==> config.mk <==
export PLATFORM = sky130hd
export DESIGN_NAME = mcpu_ctrl_fsm
export DESIGN_NICKNAME = d
export VERILOG_FILES = /design/src/rtl/mcpu_defs_pkg.sv /design/src/rtl/mcpu_ctrl_fsm_alu_ctrl_dec.sv /design/src/rtl/mcpu_ctrl_fsm.sv
export SDC_FILE = /design/constraint.sdc
export NUM_CORES = 1
export LEC_CHECK = 0
export BUFFER_PORTS_ARGS = -buffer_cell sky130_fd_sc_hd__buf_2
export CORE_MARGIN = 4
export CORE_UTILIZATION = 27
export CTS_CLUSTER_SIZE = 40
export DETAILED_ROUTE_END_ITERATION = 7
export GPL_TIMING_DRIVEN = 0
export SYNTH_ARGS = -nofsm -noshare
export SYNTH_HDL_FRONTEND = slang
export SYNTH_SLANG_ARGS = --single-unit
==> constraint.sdc <==
create_clock -name clk -period 3.8 [get_ports clk]
set_input_delay 0.57 -clock clk [delete_from_list [all_inputs] [get_ports clk]]
set_output_delay 0.57 -clock clk [all_outputs]
set_load 0.05 [all_outputs]
==> src/rtl/mcpu_defs_pkg.sv <==
// mcpu_defs: shared encodings for the multi-cycle RV32I control sequencer
package mcpu_defs;
  typedef enum logic [3:0] {
    S_IF, S_ID, S_EXR, S_EXI, S_WBA, S_MA, S_MRD, S_WBL, S_MWR, S_BR, S_JAL, S_JALR, S_WBU
  } state_t;
  typedef enum logic [1:0] {M_ADD, M_SUB, M_R, M_I} alu_mode_t;
  localparam logic [3:0] ALU_ADD  = 4'b0010;
  localparam logic [3:0] ALU_SUB  = 4'b0110;
  localparam logic [3:0] ALU_AND  = 4'b0000;
  localparam logic [3:0] ALU_OR   = 4'b0001;
  localparam logic [3:0] ALU_XOR  = 4'b1100;
  localparam logic [3:0] ALU_SLT  = 4'b0111;
  localparam logic [3:0] ALU_SLTU = 4'b1001;
  localparam logic [3:0] ALU_SLL  = 4'b1110;
  localparam logic [3:0] ALU_SRL  = 4'b1101;
  localparam logic [3:0] ALU_SRA  = 4'b1111;
  localparam logic [2:0] IMM_U = 3'b000;
  localparam logic [2:0] IMM_I = 3'b001;
  localparam logic [2:0] IMM_S = 3'b010;
  localparam logic [2:0] IMM_B = 3'b011;
  localparam logic [2:0] IMM_J = 3'b100;
  localparam logic [1:0] M2R_ALU = 2'd0;
  localparam logic [1:0] M2R_MDR = 2'd1;
  localparam logic [1:0] M2R_PC  = 2'd2;
  localparam logic [1:0] M2R_IMM = 2'd3;
  localparam logic [4:0] OP_R     = 5'b01100;
  localparam logic [4:0] OP_I     = 5'b00100;
  localparam logic [4:0] OP_L     = 5'b00000;
  localparam logic [4:0] OP_S     = 5'b01000;
  localparam logic [4:0] OP_B     = 5'b11000;
  localparam logic [4:0] OP_JAL   = 5'b11011;
  localparam logic [4:0] OP_JALR  = 5'b11001;
  localparam logic [4:0] OP_LUI   = 5'b01101;
  localparam logic [4:0] OP_AUIPC = 5'b00101;
endpackage

==> src/rtl/mcpu_ctrl_fsm_alu_ctrl_dec.sv <==
// alu_ctrl_dec: maps (mode, Fun3, Fun7) to the ALU_Control code
module alu_ctrl_dec
  import mcpu_defs::*;
(
  input  alu_mode_t  mode_i,
  input  logic [2:0] fun3_i,
  input  logic       fun7_i,
  output logic [3:0] alu_ctrl_o
);
  logic       alt;
  logic       r_ok;
  logic [3:0] op;
  // Fun7 selects sub only for R-type; it selects sra for both R and I shifts
  assign alt  = fun7_i && (fun3_i == 3'b101 || (mode_i == M_R && fun3_i == 3'b000));
  assign r_ok = !fun7_i || fun3_i == 3'b000 || fun3_i == 3'b101;
  // base operation from Fun3
  always_comb begin
    op = ALU_ADD;
    case (fun3_i)
      3'b000: op = alt ? ALU_SUB : ALU_ADD;
      3'b001: op = ALU_SLL;
      3'b010: op = ALU_SLT;
      3'b011: op = ALU_SLTU;
      3'b100: op = ALU_XOR;
      3'b101: op = alt ? ALU_SRA : ALU_SRL;
      3'b110: op = ALU_OR;
      3'b111: op = ALU_AND;
      default: op = ALU_ADD;
    endcase
  end
  assign alu_ctrl_o = mode_i == M_SUB ? ALU_SUB :
                      (mode_i == M_ADD || (mode_i == M_R && !r_ok)) ? ALU_ADD : op;
endmodule

==> src/rtl/mcpu_ctrl_fsm.sv <==
// mcpu_ctrl_fsm: multi-cycle RV32I control sequencer with memory wait and timeout
module mcpu_ctrl_fsm
  import mcpu_defs::*;
#(
  parameter bit          MIO_WAIT = 1'b1,
  parameter int unsigned TIMEOUT  = 0
) (
  input  logic       clk,
  input  logic       rst,
  input  logic [6:0] OPcode,
  input  logic [2:0] Fun3,
  input  logic       Fun7,
  input  logic       Zero,
  input  logic       MIO_ready,
  output logic       PCWrite,
  output logic       IRWrite,
  output logic       IorD,
  output logic       MemRd,
  output logic       MemRW,
  output logic       RegWrite,
  output logic [1:0] ALUSrc_A,
  output logic [1:0] ALUSrc_B,
  output logic [3:0] ALU_Control,
  output logic [2:0] ImmSel,
  output logic [1:0] MemtoReg,
  output logic [1:0] PCSource,
  output logic       Illegal,
  output logic       Bus_err,
  output logic [3:0] state
);
  localparam int CW = 16;
  state_t      state_q, state_d;
  logic [CW-1:0] wait_q;
  alu_mode_t   mode;
  logic        rdy, mem_st, tmo;
  assign rdy    = !MIO_WAIT || MIO_ready;
  assign mem_st = state_q inside {S_IF, S_MRD, S_MWR};
  assign tmo    = TIMEOUT != 0 && mem_st && !rdy && 32'(wait_q) + 32'd1 == TIMEOUT;
  assign state  = state_q;
  alu_ctrl_dec u_dec (
    .mode_i     (mode),
    .fun3_i     (Fun3),
    .fun7_i     (Fun7),
    .alu_ctrl_o (ALU_Control)
  );
  // state register and saturating wait counter; a timeout restarts the count even when staying in IF
  always_ff @(posedge clk or posedge rst) begin
    if (rst) begin
      state_q <= S_IF;
      wait_q  <= '0;
    end else begin
      state_q <= state_d;
      wait_q  <= (state_d != state_q || tmo) ? '0 :
                 (mem_st && !rdy && wait_q != '1) ? wait_q + CW'(1) : wait_q;
    end
  end
  // next state and Moore/Mealy outputs; enables are forced low while rst is high
  always_comb begin
    state_d  = state_q;
    PCWrite  = 1'b0;
    IRWrite  = 1'b0;
    IorD     = 1'b0;
    MemRd    = 1'b0;
    MemRW    = 1'b0;
    RegWrite = 1'b0;
    ALUSrc_A = 2'd0;
    ALUSrc_B = 2'd0;
    mode     = M_ADD;
    ImmSel   = IMM_U;
    MemtoReg = M2R_ALU;
    PCSource = 2'd0;
    Illegal  = 1'b0;
    Bus_err  = tmo;
    case (state_q)
      S_IF: begin
        MemRd    = !tmo;
        ALUSrc_B = 2'd2;
        IRWrite  = rdy;
        PCWrite  = rdy;
        state_d  = rdy ? S_ID : S_IF;
      end
      S_ID: begin
        ALUSrc_A = 2'd2;
        ALUSrc_B = 2'd1;
        case (OPcode[1:0] == 2'b11 ? OPcode[6:2] : 5'b11111)
          OP_R:     state_d = S_EXR;
          OP_I:     begin ImmSel = IMM_I; state_d = S_EXI; end
          OP_L:     begin ImmSel = IMM_I; state_d = S_MA; end
          OP_S:     begin ImmSel = IMM_S; state_d = S_MA; end
          OP_B:     begin ImmSel = IMM_B; state_d = S_BR; end
          OP_JAL:   begin ImmSel = IMM_J; state_d = S_JAL; end
          OP_JALR:  begin ImmSel = IMM_I; state_d = S_JALR; end
          OP_LUI:   state_d = S_WBU;
          OP_AUIPC: state_d = S_WBA;
          default:  begin Illegal = 1'b1; state_d = S_IF; end
        endcase
      end
      S_EXR: begin
        ALUSrc_A = 2'd1;
        mode     = M_R;
        state_d  = S_WBA;
      end
      S_EXI: begin
        ALUSrc_A = 2'd1;
        ALUSrc_B = 2'd1;
        ImmSel   = IMM_I;
        mode     = M_I;
        state_d  = S_WBA;
      end
      S_WBA: begin
        RegWrite = 1'b1;
        state_d  = S_IF;
      end
      S_MA: begin
        ALUSrc_A = 2'd1;
        ALUSrc_B = 2'd1;
        ImmSel   = OPcode[5] ? IMM_S : IMM_I;
        state_d  = OPcode[5] ? S_MWR : S_MRD;
      end
      S_MRD: begin
        MemRd   = !tmo;
        IorD    = 1'b1;
        state_d = tmo ? S_IF : rdy ? S_WBL : S_MRD;
      end
      S_WBL: begin
        RegWrite = 1'b1;
        MemtoReg = M2R_MDR;
        state_d  = S_IF;
      end
      S_MWR: begin
        MemRW   = !tmo;
        IorD    = 1'b1;
        state_d = (tmo || rdy) ? S_IF : S_MWR;
      end
      S_BR: begin
        ALUSrc_A = 2'd1;
        mode     = M_SUB;
        PCSource = 2'd1;
        PCWrite  = (Fun3 == 3'b000 && Zero) || (Fun3 == 3'b001 && !Zero);
        state_d  = S_IF;
      end
      S_JAL: begin
        PCWrite  = 1'b1;
        PCSource = 2'd1;
        RegWrite = 1'b1;
        MemtoReg = M2R_PC;
        state_d  = S_IF;
      end
      S_JALR: begin
        ALUSrc_A = 2'd1;
        ALUSrc_B = 2'd1;
        ImmSel   = IMM_I;
        PCWrite  = 1'b1;
        RegWrite = 1'b1;
        MemtoReg = M2R_PC;
        state_d  = S_IF;
      end
      S_WBU: begin
        RegWrite = 1'b1;
        MemtoReg = M2R_IMM;
        state_d  = S_IF;
      end
      default: state_d = S_IF;
    endcase
    if (rst) begin
      PCWrite  = 1'b0;
      IRWrite  = 1'b0;
      MemRd    = 1'b0;
      MemRW    = 1'b0;
      RegWrite = 1'b0;
      Illegal  = 1'b0;
      Bus_err  = 1'b0;
    end
  end
endmodule

==> results of run 1 <==
==> cell type report <==
class                   count  area [um^2]
clock buffers               3        22.52
well taps                  31        38.79
multi-input cells         102        610.6
repair buffers             36        180.2
inverters                   7        26.28
fillers                   310         1748
plain buffers              12        55.05
flip-flops and latches      4        100.1
==> cell usage in the layout (no fill, tap or decap), types with 4 or more instances in the layout <==
cell      netlist  final
inv_1           7      7
nand2_1        11     11
nor3_1          5      5
nor2_1         14     14
clkbuf_1        6      6
buf_2           2     38
dfrtp_1         4      4
nor2b_1         6      6
nand2b_1        7      7
a21oi_1        11     11
nor4_1          5      5
o21ai_0         8      8
==> stage by stage <==
step	hold WS [ns]	total power [mW]	cell area [um^2]	setup slack, ns	std cells
global route	0.2867	0.2577	1033	1.063	195
global placement	0.5237	0.1854	1011	1.359	192
CTS	0.2735	0.2418	1033	1.271	195
floorplan	0.3498	0.1517	792.0	0.08733	125
finish	0.2753	0.2397	1033	1.262	195
detailed placement	0.5257	0.1872	1011	1.413	192
==> metal layers <==
metal | wire (um) | GRT usage | share of wire | vias up
li1 | - | - | - | 524
met3 | 224 | 0.03512 | 0.088 | 2
met5 | 0 | 0 | 0 | -
met4 | 2 | 0.02727 | 0.00079 | 0
met1 | 1220 | 0.1928 | 0.48 | 458
met2 | 1087 | 0.2012 | 0.43 | 43
==> kinds of logic after synthesis <==
group / synth area share
other: 0.004757
flip-flops: 0.1270
AO/OA/AOI/OAI: 0.2730
AND/OR/NAND/NOR: 0.4349
buffers and inverters: 0.1032
multiplexers: 0.01270
XOR/XNOR: 0.04445
==> where the power goes <==
group	leakage (nW)	internal (mW)	switching, mW
registers	0.0542	0.0450	0.00170
clock network	0.0138	0.0353	0.0174
logic	0.448	0.0373	0.103
==> final timing paths <==
kind,startpoint,endpoint,slack [ns],depth (start not counted)
worst max-delay path,state[2]$_DFF_PP0_,ALU_Control[2],1.26,6
worst max register to register,state[2]$_DFF_PP0_,state[1]$_DFF_PP0_,2.28,6
worst min-delay path,rst,state[2]$_DFF_PP0_,0.28,2
max in group asynchronous,rst,state[1]$_DFF_PP0_,3.33,2
min in group clk,MIO_ready,state[0]$_DFF_PP0_,0.67,3
worst min register to register,state[0]$_DFF_PP0_,state[2]$_DFF_PP0_,0.81,4
==> impl_metrics.toml, run 1 <==
[logic_synthesis]
syn-cell-area_um2 = 788.3
synth_top_area_cell = "dfrtp_1"
async_flop_share = 1.000
synth_area_leaders = "dfrtp_1 13%, a21oi_1 7.0%, nor2_1 6.7%"
synth-main-ff-cell = "dfrtp_1"
yosysTopAreaCellShare = 0.1270
synth_seq_cells = 4
synth.distinct_cells = 41
synth_common_cells = "14 x nor2_1, 11 x a21oi_1, 11 x nand2_1, 8 x o21ai_0"
syn_avg_cell_area_um2 = 6.357
yosysWarnings = 0
synth.most_common_cell = "nor2_1"
synth-edff-count = 0
ys_seq_area_frac = 0.1270
postSynthCellCount = 124

[clocking]
holdBufCountCts = 0
clk_path_buf_depth = 2
clk_latency_ns = 0.24
root_buffer = "clkbuf_4"
post_cts_buffers = 0
cts_num_sinks = 4
cts_buffers = 3
htreeDepth = 1
cts-resized-gates = 0
path_clk_slew_ns = 0.04
cts_tree = "done"

[drt]
routedWlPerCell_um = 13.01
totalWireLength_mm = 2.536
vias = 1027
drt_iter0_markers = 86
viasPerCell = 5.267
dr.pass1.iters = 5
drc = 0
ant_nets = 0

[global_routing]
grt_usage = 0.1342
grt_pass1_wl_mm = 4.008
gr-total-overflow = 0
antenna_found_initial = 0
grt_pass1_vias = 942
grt_max_degree = 11

[floorplanning]
die_x_um = 62.03
rows = 19
io_pins = 42
core_area_mm2 = 0.002781
die_area_mm2 = 0.003848
die-height_um = 62.03
start_util = 0.2834

[power_and_ir_drop]
ir_drop_v = 0.0001997
p_leak_nw = 0.5164
power_density_mw_per_mm2 = 231.9

[placement]
port_buffers = 36
routabilityCongestion = 0.9053
place_hpwl_mm = 2.008

[worst_setup_path]
crit_path_cell_trace = "buf_2, or3b_4, o211a_1, a211oi_1, nor2_1, buf_2"
critPathBufInv = 2
crit_slowest_cell = "or3b_4"
cp-end-kind = "output pin"
setup.worst_path.start_class = "flip-flop"
crit_top_cell = "buf_2"
cp.required_ns = 3.23
cp_top_family = "simple AND/OR/NAND/NOR gates"
max_stage_delay_ns = 0.43
crit_arrival_ns = 1.97
critical_path.max_fanout = 10
path_class = "flip-flop to output pin"

[final_layout]
n_antenna_cell = 0
largest_reg_flops = 4
final_core_util = 0.3716
drive_gt1_frac = 0.2744
nNetsFinal = 181
syn_to_final_growth_pct = 31.11

[min_path]
min_path_type = "primary input to asynchronous set/reset pin"

[timing]
rsz0062_at_grt = "no"
final-max-slew-violation-count = 0
setup_viol = 0
setup_tns_ns = 0
hold_viol = 0
finalClockSkew_ns = 0.006036
period_share = 0.6679
max_clock_freq_mhz = 394.0
layout_min_cycle_time_ns = 2.538

[job]
drv_cap = 0

[run_status]
status = "finished clean"
(Power assumes the default switching activity.)
==> run 2, diff against run 1 <==
--- a/config.mk
+++ b/config.mk
@@ -5,6 +5,7 @@
 export SDC_FILE = /design/constraint.sdc
 export NUM_CORES = 1
 export LEC_CHECK = 0
+export ABC_AREA = 1
 export BUFFER_PORTS_ARGS = -buffer_cell sky130_fd_sc_hd__buf_2
 export CORE_MARGIN = 4
 export CORE_UTILIZATION = 27
==> constraint.sdc (replaced) <==
create_clock -name clk -period 2.2 [get_ports clk]
set_input_delay 0.33 -clock clk [delete_from_list [all_inputs] [get_ports clk]]
set_output_delay 0.33 -clock clk [all_outputs]
set_load 0.05 [all_outputs]
==> impl_metrics.toml, run 2 <==
[run_status]
status = "finished clean"

[placement]
routabilityCongestion = 0.9058
dp_slack_ns = 0.3521
port_buffers = 39
place_hpwl_mm = 1.890
dp.cells = 212

[floorplanning]
io_pins = 42
core_area_mm2 = 0.002477
die_area_mm2 = 0.003496
die_x_um = 59.13
die-height_um = 59.13
rows = 18
start_util = 0.2848

[global_routing]
antenna_found_initial = 0
grt_max_degree = 9
grt_usage = 0.1263
grt_pass1_wl_mm = 3.477
grt_pass1_vias = 845
gr-total-overflow = 0

[worst_setup_path]
crit_arrival_ns = 1.69
r2r-start = "state[0]$_DFF_PP0_"
setup.worst_path.start_class = "flip-flop"
critical_path.max_fanout = 8
path_class = "flip-flop to output pin"
setup.worst_path.start = "state[1]$_DFF_PP0_"
cp-end-kind = "output pin"
cp.required_ns = 1.87

[logic_synthesis]
syn-cell-area_um2 = 705.7
async_flop_share = 1.000
synth_area_leaders = "nand2_1 24%, nor2_1 15%, dfrtp_1 14%"
synth-main-ff-cell = "dfrtp_1"
synth-edff-count = 0
yosysTopAreaCellShare = 0.2447
synth_common_cells = "46 x nand2_1, 28 x nor2_1, 22 x inv_1, 15 x nand3_1, 4 x dfrtp_1"
yosysWarnings = 0
synth.most_common_cell = "nand2_1"
syn_avg_cell_area_um2 = 4.970
postSynthCellCount = 142
synth.distinct_cells = 20
synth_seq_cells = 4
ys_seq_area_frac = 0.1418
synth_top_area_cell = "nand2_1"

[clocking]
cts_num_sinks = 4
root_buffer = "clkbuf_4"
holdBufCountCts = 0
cts_buffers = 3
post_cts_buffers = 0
path_clk_slew_ns = 0.04
clk_latency_ns = 0.24
htreeDepth = 1
cts_tree = "done"
cts-resized-gates = 0
clk_path_buf_depth = 2

[timing]
rsz0062_at_grt = "no"
finalClockSkew_ns = 0.0008966
setup_viol = 0
layout_min_cycle_time_ns = 2.024
hold_viol = 0
timing.hold.ws_ns = 0.07710
period_share = 0.9201
max_clock_freq_mhz = 494.0
final-max-slew-violation-count = 0
fin_ws_ns = 0.1757

[power_and_ir_drop]
p_int_mw = 0.2022
pwr-share-seq = 0.199
p_leak_nw = 0.6172
combPwrFrac = 0.556
ir_drop_v = 0.0005545
swShare = 0.5218
p_total_mw = 0.4228
power_density_mw_per_mm2 = 416.7
p_clk_frac = 0.245
p_switching_mw = 0.2206

[drt]
vias = 979
totalWireLength_mm = 2.167
drc = 0
drt_iter0_markers = 24
routedWlPerCell_um = 10.03
viasPerCell = 4.532
dr.pass1.iters = 4
ant_nets = 0

[final_layout]
layout.cells.non_filler = 216
final_cell_mix = "45 x nand2_1, 37 x buf_2, 25 x nor2_1, 21 x inv_1, 14 x nand3_1"
syn_to_final_growth_pct = 43.79
nNetsFinal = 202
final.fill_count = 278
n_antenna_cell = 0
largest_reg_flops = 4
drive_gt1_frac = 0.3226
layout_commonest_cell = "nand2_1"

[job]
drv_cap = 0

[min_path]
min_path_type = "primary input to asynchronous set/reset pin"
==> run 2: changes by cell type after synthesis, moves of 4 or more <==
cell      delta
a21oi_1      -8
nand3_1     +14
nand2_1     +35
nor4_1       -5
clkbuf_1     -6
nand2b_1     -7
inv_1       +15
nor2b_1      -6
nor3_1       -4
o21ai_0      -6
nor2_1      +14
==> run 2: final timing paths <==
kind	end	slack, ns	cells past startpoint
min reg2reg	state[2]$_DFF_PP0_	0.64	2
max reg2reg	state[2]$_DFF_PP0_	0.96	6
min	state[2]$_DFF_PP0_	0.08	2
max in group asynchronous	state[1]$_DFF_PP0_	1.96	2
max	PCWrite	0.18	6
min in group clk	state[0]$_DFF_PP0_	0.35	3
==> run 2: logic make-up (layout without fill, tap and decap cells) <==
logic type             Yosys count  count (layout)  synth area share
other                            1               2          0.005314
AO/OA/AOI/OAI                   14              14            0.1241
AND/OR/NAND/NOR                 96              96            0.5745
buffers and inverters           27              70            0.1542
flip-flops                       4               4            0.1418
==> run 2: power by group through the flow <==
stage | clock, mW | sequential, mW | combinational, mW
after floorplan | 0 | 0.0980 | 0.161
after global placement | 0 | 0.0845 | 0.234
after detailed placement | 0 | 0.0849 | 0.235
after CTS | 0.108 | 0.0838 | 0.236
after global routing | 0.118 | 0.0847 | 0.254
final | 0.104 | 0.0840 | 0.235
==> run 2: worst max-delay path, cell delays in order (launching register included) <==
cell and delay, ns:
dfrtp_2 0.46, nor2_1 0.19, nand2_1 0.13, inv_1 0.09, nand2_1 0.11, a31oi_4 0.19, buf_2 0.28
==> run 2: layer usage <==
metal	wire length [um]	part of all wire	global-route usage
met1	924	0.43	0.1618
met2	1055	0.49	0.2161
met3	187	0.086	0.03922
met4	0	0	0.009709
met5	0	0	0
==> run 2: cell type report <==
class,count,area (um^2),share of cell area
Buffer,2,15.01,0.01480
Timing Repair Buffer,39,200.2,0.1973
Tap cell,30,37.54,0.03699
Sequential cell,4,102.6,0.1011
Clock buffer,4,26.28,0.02589
Multi-Input combinational cell,112,535.5,0.5277
Inverter,25,97.59,0.09618
==> run 2: through the flow <==
step	instance area, um^2	util	TNS, ns
after floorplan	747.0	-	-0.3705
after global placement	979.7	0.3955	0
after detailed placement	979.7	0.3955	0
after CTS	1006	0.4061	0
after global routing	1015	0.4096	0
final	1015	0.4096	0
==> run 3, diff against run 2 <==
--- a/config.mk
+++ b/config.mk
@@ -9,6 +9,7 @@
 export BUFFER_PORTS_ARGS = -buffer_cell sky130_fd_sc_hd__buf_2
 export CORE_MARGIN = 4
 export CORE_UTILIZATION = 27
+export CTS_BUF_LIST = sky130_fd_sc_hd__clkbuf_4 sky130_fd_sc_hd__clkbuf_8
 export CTS_CLUSTER_SIZE = 40
 export DETAILED_ROUTE_END_ITERATION = 7
 export GPL_TIMING_DRIVEN = 0
==> impl_metrics.toml, run 3 (synthesis results as in run 2) <==
[run_status]
status = "finished clean"

[floorplanning]
die-height_um = 59.13
start_util = 0.2848
rows = 18
die_x_um = 59.13
io_pins = 42
die_area_mm2 = 0.003496
core_area_mm2 = 0.002477

[final_layout]
drive_gt1_frac = 0.3280
design_area_mm2 = 0.001018
syn_to_final_growth_pct = 44.33
n_antenna_cell = 0
final.fill_count = 277
largest_reg_flops = 4
nNetsFinal = 202
regArea_um2 = 102.6
layout_commonest_cell = "nand2_1"
multi_input_comb_area_um2 = 535.5
layout.cells.non_filler = 216
final_cell_mix = "45 x nand2_1, 37 x buf_2, 25 x nor2_1, 21 x inv_1, 14 x nand3_1"

[worst_setup_path]
crit_arrival_ns = 1.69
setup.worst_path.start_class = "flip-flop"
endpoint = "PCWrite"
critical_path.max_fanout = 8
setup.worst_path.start = "state[1]$_DFF_PP0_"
cp-end-kind = "output pin"
r2r_slack_ns = 0.96
r2r-start = "state[0]$_DFF_PP0_"
path_class = "flip-flop to output pin"
cp.required_ns = 1.87
r2r_cells = 6
reg2reg_to = "state[2]$_DFF_PP0_"

[drt]
drt_iter0_markers = 24
routedWlPerCell_um = 10.02
dr.pass1.iters = 4
totalWireLength_mm = 2.164
ant_nets = 0
vias = 976
viasPerCell = 4.519
drc = 0

[power_and_ir_drop]
swShare = 0.5066
ir_drop_v = 0.0006067
p_total_mw = 0.4347
power_density_mw_per_mm2 = 426.8
p_switching_mw = 0.2202
pwr-share-seq = 0.193
p_clk_frac = 0.266
combPwrFrac = 0.541
p_int_mw = 0.2144
p_leak_nw = 0.6206

[clocking]
htreeDepth = 1
cts-resized-gates = 0
holdBufCountCts = 0
cts_num_sinks = 4
clk_path_buf_depth = 2
clk_latency_ns = 0.24
path_clk_slew_ns = 0.04
cts_tree = "done"
post_cts_buffers = 0
cts_buffers = 3
root_buffer = "clkbuf_4"

[placement]
port_buffers = 39
place_hpwl_mm = 1.890
placed_area_um2 = 979.7
routabilityCongestion = 0.9058
dp.cells = 212

[timing]
final-max-slew-violation-count = 0
rsz0062_at_grt = "no"
max_clock_freq_mhz = 494.2
finalClockSkew_ns = 0.001421
timing.hold.ws_ns = 0.07809
layout_min_cycle_time_ns = 2.023
setup_tns_ns = 0
hold_viol = 0
period_share = 0.9197
setup_viol = 0

[global_routing]
grt_max_degree = 9
grt_pass1_vias = 845
grt_usage = 0.1263
antenna_found_initial = 0
grt_pass1_wl_mm = 3.477
gr-total-overflow = 0

[job]
drv_cap = 0

[min_path]
min_path_type = "primary input to asynchronous set/reset pin"
run 3: changes by cell type in the layout (fill, tap and decap cells not counted):
cell and delta:
clkbuf_1 -1, clkbuf_4 +1
run 3: how the worst min path moves through the flow:
stage	start	endpoint	cells after the start
after detailed placement	rst	state[0]$_DFF_PP0_	2
after floorplan	rst	state[0]$_DFF_PP0_	1
after global routing	rst	state[1]$_DFF_PP0_	2
final	rst	state[2]$_DFF_PP0_	2
after CTS	rst	state[1]$_DFF_PP0_	2
after global placement	rst	state[0]$_DFF_PP0_	2
run 3: area by class of cell:
type | instances | area share
Buffer | 2 | 0.01474
Clock buffer | 4 | 0.02948
Inverter | 25 | 0.09582
Multi-Input combinational cell | 112 | 0.5258
Sequential cell | 4 | 0.1007
Tap cell | 30 | 0.03685
Timing Repair Buffer | 39 | 0.1966
run 3: critical path, stage by stage, from the launching register on:
cell and delay (ns):
dfrtp_2 0.46, nor2_1 0.19, nand2_1 0.13, inv_1 0.09
nand2_1 0.11, a31oi_4 0.19, buf_2 0.28
run 3: power by group through the flow:
| stage | combinational [mW] | clock [mW] | sequential [mW] |
|---|---|---|---|
| 2_1_floorplan | 0.161 | 0 | 0.0980 |
| 3_3_place_gp | 0.234 | 0 | 0.0845 |
| 3_5_place_dp | 0.235 | 0 | 0.0849 |
| 4_1_cts | 0.236 | 0.121 | 0.0838 |
| 5_1_grt | 0.254 | 0.130 | 0.0847 |
| 6_report | 0.235 | 0.116 | 0.0840 |
run 3: metrics by stage:
stage	setup slack, ns	util
floorplan	-0.1013	-
global placement	0.3508	0.3955
detailed placement	0.3521	0.3955
CTS	0.09138	0.4076
global route	0.02155	0.4111
finish	0.1766	0.4111
run 3: per-layer routing:
metal	track usage	vias up	wire length, um
met3	0.03922	0	171
li1	-	533	-
met5	0	-	0
met2	0.2161	35	1053
met4	0.009709	0	0
met1	0.1618	408	938
